`src/rtl/io_port_responder_pkg.sv`:
```
// rtl/io_port_responder_pkg.sv - shared I/O port parameter header
package io_port_responder_pkg;
  localparam int IO_WORD_WIDTH = 36;
  localparam int IO_FIFO_DEPTH = 4;
endpackage

```
`src/rtl/fifo_sync.sv`:
```
// rtl/fifo_sync.sv - show-ahead synchronous FIFO with registered count
// Caller only asserts push when there is room (or a same-cycle pop) and pop when non-empty.
module fifo_sync #(
  parameter int WIDTH      = 36,
  parameter int DEPTH      = 4,
  parameter int ADDR_WIDTH = 2
) (
  input  logic             clock,
  input  logic             reset_n,
  input  logic             push,
  input  logic [WIDTH-1:0] push_data,
  input  logic             pop,
  output logic [WIDTH-1:0] head_data,
  output logic             full,
  output logic             empty
);

  localparam logic [ADDR_WIDTH:0] FULL_COUNT = (ADDR_WIDTH + 1)'(DEPTH);

  logic [WIDTH-1:0]      mem_q [DEPTH];
  logic [ADDR_WIDTH-1:0] wr_ptr_q, wr_ptr_d;
  logic [ADDR_WIDTH-1:0] rd_ptr_q, rd_ptr_d;
  logic [ADDR_WIDTH:0]   count_q, count_d;

  always_comb begin
    wr_ptr_d = wr_ptr_q;
    rd_ptr_d = rd_ptr_q;
    count_d  = count_q;
    if (push) wr_ptr_d = wr_ptr_q + 1'b1;
    if (pop)  rd_ptr_d = rd_ptr_q + 1'b1;
    case ({push, pop})
      2'b10:   count_d = count_q + 1'b1;
      2'b01:   count_d = count_q - 1'b1;
      default: count_d = count_q;
    endcase
  end

  always_ff @(posedge clock or negedge reset_n) begin
    if (!reset_n) begin
      wr_ptr_q <= '0;
      rd_ptr_q <= '0;
      count_q  <= '0;
    end else begin
      wr_ptr_q <= wr_ptr_d;
      rd_ptr_q <= rd_ptr_d;
      count_q  <= count_d;
    end
  end

  // Storage is deliberately unreset; the count alone decides what is valid.
  always_ff @(posedge clock) begin
    if (push) mem_q[wr_ptr_q] <= push_data;
  end

  assign full      = (count_q == FULL_COUNT);
  assign empty     = (count_q == '0);
  assign head_data = empty ? '0 : mem_q[rd_ptr_q];

endmodule

```
`src/rtl/io_port_responder.sv`:
```
// rtl/io_port_responder.sv - datapath I/O port with outbound/inbound FIFOs and sticky errors
module io_port_responder
  import io_port_responder_pkg::*;
#(
  parameter int WORD_WIDTH = IO_WORD_WIDTH,
  parameter int DEPTH      = IO_FIFO_DEPTH,
  parameter int ADDR_WIDTH = 2
) (
  input  logic                  clock,
  input  logic                  reset_n,
  input  logic                  io_wren,
  input  logic [WORD_WIDTH-1:0] io_out,
  input  logic                  io_rden,
  output logic [WORD_WIDTH-1:0] io_in,
  output logic                  io_out_ready,
  output logic                  io_in_valid,
  output logic [WORD_WIDTH-1:0] ext_out_data,
  output logic                  ext_out_valid,
  input  logic                  ext_out_ready,
  input  logic [WORD_WIDTH-1:0] ext_in_data,
  input  logic                  ext_in_valid,
  output logic                  ext_in_ready,
  input  logic                  err_clear,
  output logic                  io_write_overflow,
  output logic                  io_read_underflow
);

  logic out_full, out_empty, out_push, out_pop;
  logic in_full, in_empty, in_push, in_pop;
  logic overflow_q, overflow_d;
  logic underflow_q, underflow_d;

  // A full outbound FIFO still takes a write when the sink drains in the same cycle.
  assign out_pop  = !out_empty && ext_out_ready;
  assign out_push = io_wren && (!out_full || out_pop);
  // Inbound readiness is purely registered, so no same-cycle pop credit here.
  assign in_push  = ext_in_valid && !in_full;
  assign in_pop   = io_rden && !in_empty;

  fifo_sync #(.WIDTH(WORD_WIDTH), .DEPTH(DEPTH), .ADDR_WIDTH(ADDR_WIDTH)) u_out_fifo (
    .clock     (clock),
    .reset_n   (reset_n),
    .push      (out_push),
    .push_data (io_out),
    .pop       (out_pop),
    .head_data (ext_out_data),
    .full      (out_full),
    .empty     (out_empty)
  );

  fifo_sync #(.WIDTH(WORD_WIDTH), .DEPTH(DEPTH), .ADDR_WIDTH(ADDR_WIDTH)) u_in_fifo (
    .clock     (clock),
    .reset_n   (reset_n),
    .push      (in_push),
    .push_data (ext_in_data),
    .pop       (in_pop),
    .head_data (io_in),
    .full      (in_full),
    .empty     (in_empty)
  );

  always_comb begin
    overflow_d  = overflow_q;
    underflow_d = underflow_q;
    if (err_clear) begin
      overflow_d  = 1'b0;
      underflow_d = 1'b0;
    end
    if (io_wren && !out_push) overflow_d  = 1'b1;
    if (io_rden && in_empty)  underflow_d = 1'b1;
  end

  always_ff @(posedge clock or negedge reset_n) begin
    if (!reset_n) begin
      overflow_q  <= 1'b0;
      underflow_q <= 1'b0;
    end else begin
      overflow_q  <= overflow_d;
      underflow_q <= underflow_d;
    end
  end

  assign io_out_ready      = !out_full;
  assign io_in_valid       = !in_empty;
  assign ext_out_valid     = !out_empty;
  assign ext_in_ready      = !in_full;
  assign io_write_overflow = overflow_q;
  assign io_read_underflow = underflow_q;

endmodule

```
`config.mk`:
```
export PLATFORM = sky130hd
export DESIGN_NAME = io_port_responder
export DESIGN_NICKNAME = d
export VERILOG_FILES = /design/src/rtl/io_port_responder_pkg.sv /design/src/rtl/fifo_sync.sv /design/src/rtl/io_port_responder.sv
export SDC_FILE = /design/constraint.sdc
export NUM_CORES = 1
export LEC_CHECK = 0
export CORE_UTILIZATION = 40
export CTS_BUF_LIST = sky130_fd_sc_hd__clkbuf_2 sky130_fd_sc_hd__clkbuf_4 sky130_fd_sc_hd__clkbuf_8
export CTS_CLUSTER_SIZE = 16
export DETAILED_ROUTE_END_ITERATION = 16
export PLACE_DENSITY = 0.58
export SYNTH_ARGS = -nofsm -noshare
export SYNTH_HDL_FRONTEND = slang
export SYNTH_SLANG_ARGS = --single-unit
```
`constraint.sdc`:
```
create_clock -name clock -period 2.4 [get_ports clock]
set_input_delay 0.48 -clock clock [delete_from_list [all_inputs] [get_ports clock]]
set_output_delay 0.48 -clock clock [all_outputs]
set_load 0.02 [all_outputs]
```
==> flow_summary.toml <==
[flow_run]
cap_violations = 0

[detailed_routing]
vias_per_cell = 4.92
wl_met1_um = 9880
top_layer_used = "met4"
wl_met2_um = 12700
drc_errors = 0
ant_nets = 0
dr.pass1.iters = 4
wl_per_cell_um = 20.7
route.met3.wl_um = 1690
drt_iter0_markers = 285
vias = 5856
wl_um = 24600

[synth]
syn_area_mm2 = 0.0118
synth_seq_cells = 304
syn_avg_cell_area_um2 = 21.9
yosys_warnings = 0
yosysSeqAreaShare = 0.767
synthCells = 539
ys_types = 25
syn_nets = 630

[final_layout]
multiInputGateArea_mm2 = 0.00274
regArea_mm2 = 0.00905
antennaDiodeCount = 0
area_delta_synth_final_pct = 32.9
n_fill_cell = 2273
layout.nets = 864
fin_area_mm2 = 0.0157
postLayoutCoreUtil = 0.544
drive_gt1_frac = 0.452

[clocking]
root_buffer = "clkbuf_8"
htreeDepth = 2
path_clk_slew_ns = 0.06
clock_latency_ns = 0.55
cts_buffer_depth = 3
numClockSinks = 304
cts_buffers = 50
cts_tree = "yes"

[pwr]
intPower_mw = 15.0
pwr-share-seq = 0.338
clkPwrFrac = 0.197
finalPower_mw = 21.7
switching_share = 0.310
vdd_drop_max_mv = 0.837
power.leakage_nw = 5.57
pwr-share-comb = 0.466
power_density_mw_per_mm2 = 1380
switchingPower_mw = 6.71

[worst_setup_path]
critical_path.reg2reg.startpoint = "u_in_fifo.count_q[1]"
crit_type = "flip-flop to output port"
arrival_ns = 2.08
path_max_fanout = 7
endpoint_kind = "output port"
crit_end = "ext_out_data[27]"
crit_required_ns = 1.92
reg2regPathDepth = 9
timing.rr.end = "u_in_fifo.count_q[2]"
rrSetupSlack_ns = 0.13
startpoint = "u_out_fifo.rd_ptr_q[0]"
start_kind = "flip-flop"

[grt]
overflow = 0
grt_pass1_vias = 6775
antenna_found_initial = 0
grt_max_degree = 40
grt.total_usage = 0.168
grt_pass1_wl_um = 38300

[sta]
hold_violations = 0
finalMaxSlewViolations = 0
setup_viol = 72
tightest_slew_ns = 0.304
period_minus_slack_ns = 2.56
tns_ns = -6.70
max-slew-margin-rel = 0.798
whs_ns = 0.279
setup_ws_ns = -0.156
finalCritPeriodShare = 1.06
rsz0062_at_grt = "true"
fin_skew_ns = 0.0285
max_freq_ghz = 0.391

[outcome]
violations = "negative setup slack"
status = "finished with violations"

[floorplanning]
pin_count = 157
initial_core_util = 0.409
fp.dieH_um = 174
die_x_um = 174
std_cell_rows = 62
placeableCoreArea_mm2 = 0.0289
dieArea_mm2 = 0.0302

[worst_hold_path]
hold_class = "input port to async pin"

[place]
dpl.hpwl_um = 14400
placed_area_mm2 = 0.0142
place_congestion = 0.714
portBuffers = 156
-- layer usage --
metal / track usage / vias to the layer above
met1: 0.199 / 3007
met4: 0.0435 / 0
met2: 0.300 / 188
met5: 0 / -
li1: - / 2627
met3: 0.0482 / 34
-- cells in the final DEF (no fill, tap or decap), types with 2 or more instances in the layout --
cell type,count
edfxtp_1,288
clkdlybuf4s50_1,80
buf_6,75
and2_4,73
mux4_2,72
clkbuf_8,55
buf_4,20
buf_12,20
clkbuf_4,17
inv_1,16
dfrtp_1,12
ha_1,10
clkinv_1,8
xnor2_1,6
xor2_1,6
buf_16,6
and3_2,4
and2_2,4
clkinv_2,4
dfrtp_2,4
and2_1,2
or3b_4,2
nor2_1,2
nand3_1,2
mux2_4,2
fa_1,2
buf_2,2
dlygate4sd2_1,2
-- logic make-up (layout without fill, tap and decap cells) --
| logic type | after synthesis | count (layout) | share of synthesized area |
|---|---|---|---|
| compound gates | 4 | 4 | 0.00297 |
| xor+xnor | 12 | 12 | 0.00891 |
| fa+ha+maj | 12 | 12 | 0.0140 |
| buf+inv | 40 | 308 | 0.0176 |
| flops | 304 | 304 | 0.767 |
| mux | 75 | 75 | 0.141 |
| simple gates | 92 | 92 | 0.0490 |
-- flip-flops by register name, summed over array words and instances, names as in the netlist --
register / count
u_out_fifo.wr_ptr_q: 2
io_read_underflow: 1
u_in_fifo.rd_ptr_q: 2
io_write_overflow: 1
u_out_fifo.mem_q: 144
u_out_fifo.rd_ptr_q: 2
u_in_fifo.wr_ptr_q: 2
u_in_fifo.count_q: 3
u_in_fifo.mem_q: 144
u_out_fifo.count_q: 3
-- power by group through the flow --
| stage | Clock [mW] | Combinational [mW] | Sequential [mW] |
|---|---|---|---|
| detailed placement | 0 | 8.41 | 7.46 |
| CTS | 4.41 | 10.3 | 7.34 |
| floorplan | 0 | 4.83 | 7.35 |
| finish | 4.27 | 10.1 | 7.33 |
| global route | 4.61 | 10.7 | 7.41 |
| global placement | 0 | 8.37 | 7.39 |
-- through the flow --
step	std cells	worst slack, ns
6_report	1191	-0.156
5_1_grt	1191	-0.250
4_1_cts	1191	-0.240
3_5_place_dp	1089	0.00957
3_3_place_gp	1089	0.0319
2_1_floorplan	539	0.195
-- critical path, cell delays in order (launching register included) --
cell and delay [ns]:
dfrtp_2 0.40, buf_12 0.16, buf_16 0.15, mux4_2 0.52, and2_4 0.18, buf_6 0.12
-- worst min-delay path by stage --
stage / start / cells after the start / slack [ns] / endpoint
3_3_place_gp: u_in_fifo.count_q[2] / 1 / 0.46 / u_in_fifo.count_q[2]
2_1_floorplan: reset_n / 0 / 0.18 / io_read_underflow
3_5_place_dp: u_out_fifo.count_q[2] / 1 / 0.48 / u_out_fifo.count_q[2]
4_1_cts: reset_n / 2 / 0.24 / io_read_underflow
5_1_grt: reset_n / 2 / 0.25 / io_read_underflow
6_report: reset_n / 2 / 0.28 / io_read_underflow
-- what timing repair did --
item                                    CTS  global route
gates resized for setup                 512            19
endpoints found under the setup margin   76            74
setup buffers                             9             4
hold buffers                              0             0
pin swaps                                38             3
gates cloned                              7             0
-- layout make-up --
type	instances	area share
Multi-Input combinational cell	195	0.175
Timing Repair Buffer	206	0.153
Inverter	16	0.00383
Clock buffer	72	0.0564
Sequential cell	304	0.577
Tap cell	384	0.0306
Clock inverter	14	0.00423
-- synth_stat cells --
| cell type | count | share of area |
|---|---|---|
| and2_1 | 78 | 0.041 |
| and2_4 | 1 | 0.00074 |
| and3_1 | 4 | 0.0021 |
| buf_2 | 10 | 0.0042 |
| buf_6 | 6 | 0.0057 |
| clkbuf_1 | 8 | 0.0025 |
| dfrtp_1 | 16 | 0.034 |
| edfxtp_1 | 288 | 0.73 |
| fa_1 | 2 | 0.0034 |
| ha_1 | 10 | 0.011 |
| inv_1 | 16 | 0.0051 |
| mux2_4 | 2 | 0.0025 |
| mux2i_1 | 1 | 0.00085 |
| mux4_2 | 72 | 0.14 |
| nand2_1 | 1 | 0.00032 |
| nand3_1 | 2 | 0.00085 |
| nor2_1 | 2 | 0.00064 |
| o21a_4 | 1 | 0.0013 |
| o21ai_0 | 1 | 0.00042 |
| o22ai_1 | 1 | 0.00053 |
| o32ai_1 | 1 | 0.00074 |
| or3_1 | 2 | 0.0011 |
| or3b_4 | 2 | 0.0019 |
| xnor2_1 | 6 | 0.0045 |
| xor2_1 | 6 | 0.0045 |
(Power assumes the default switching activity.)
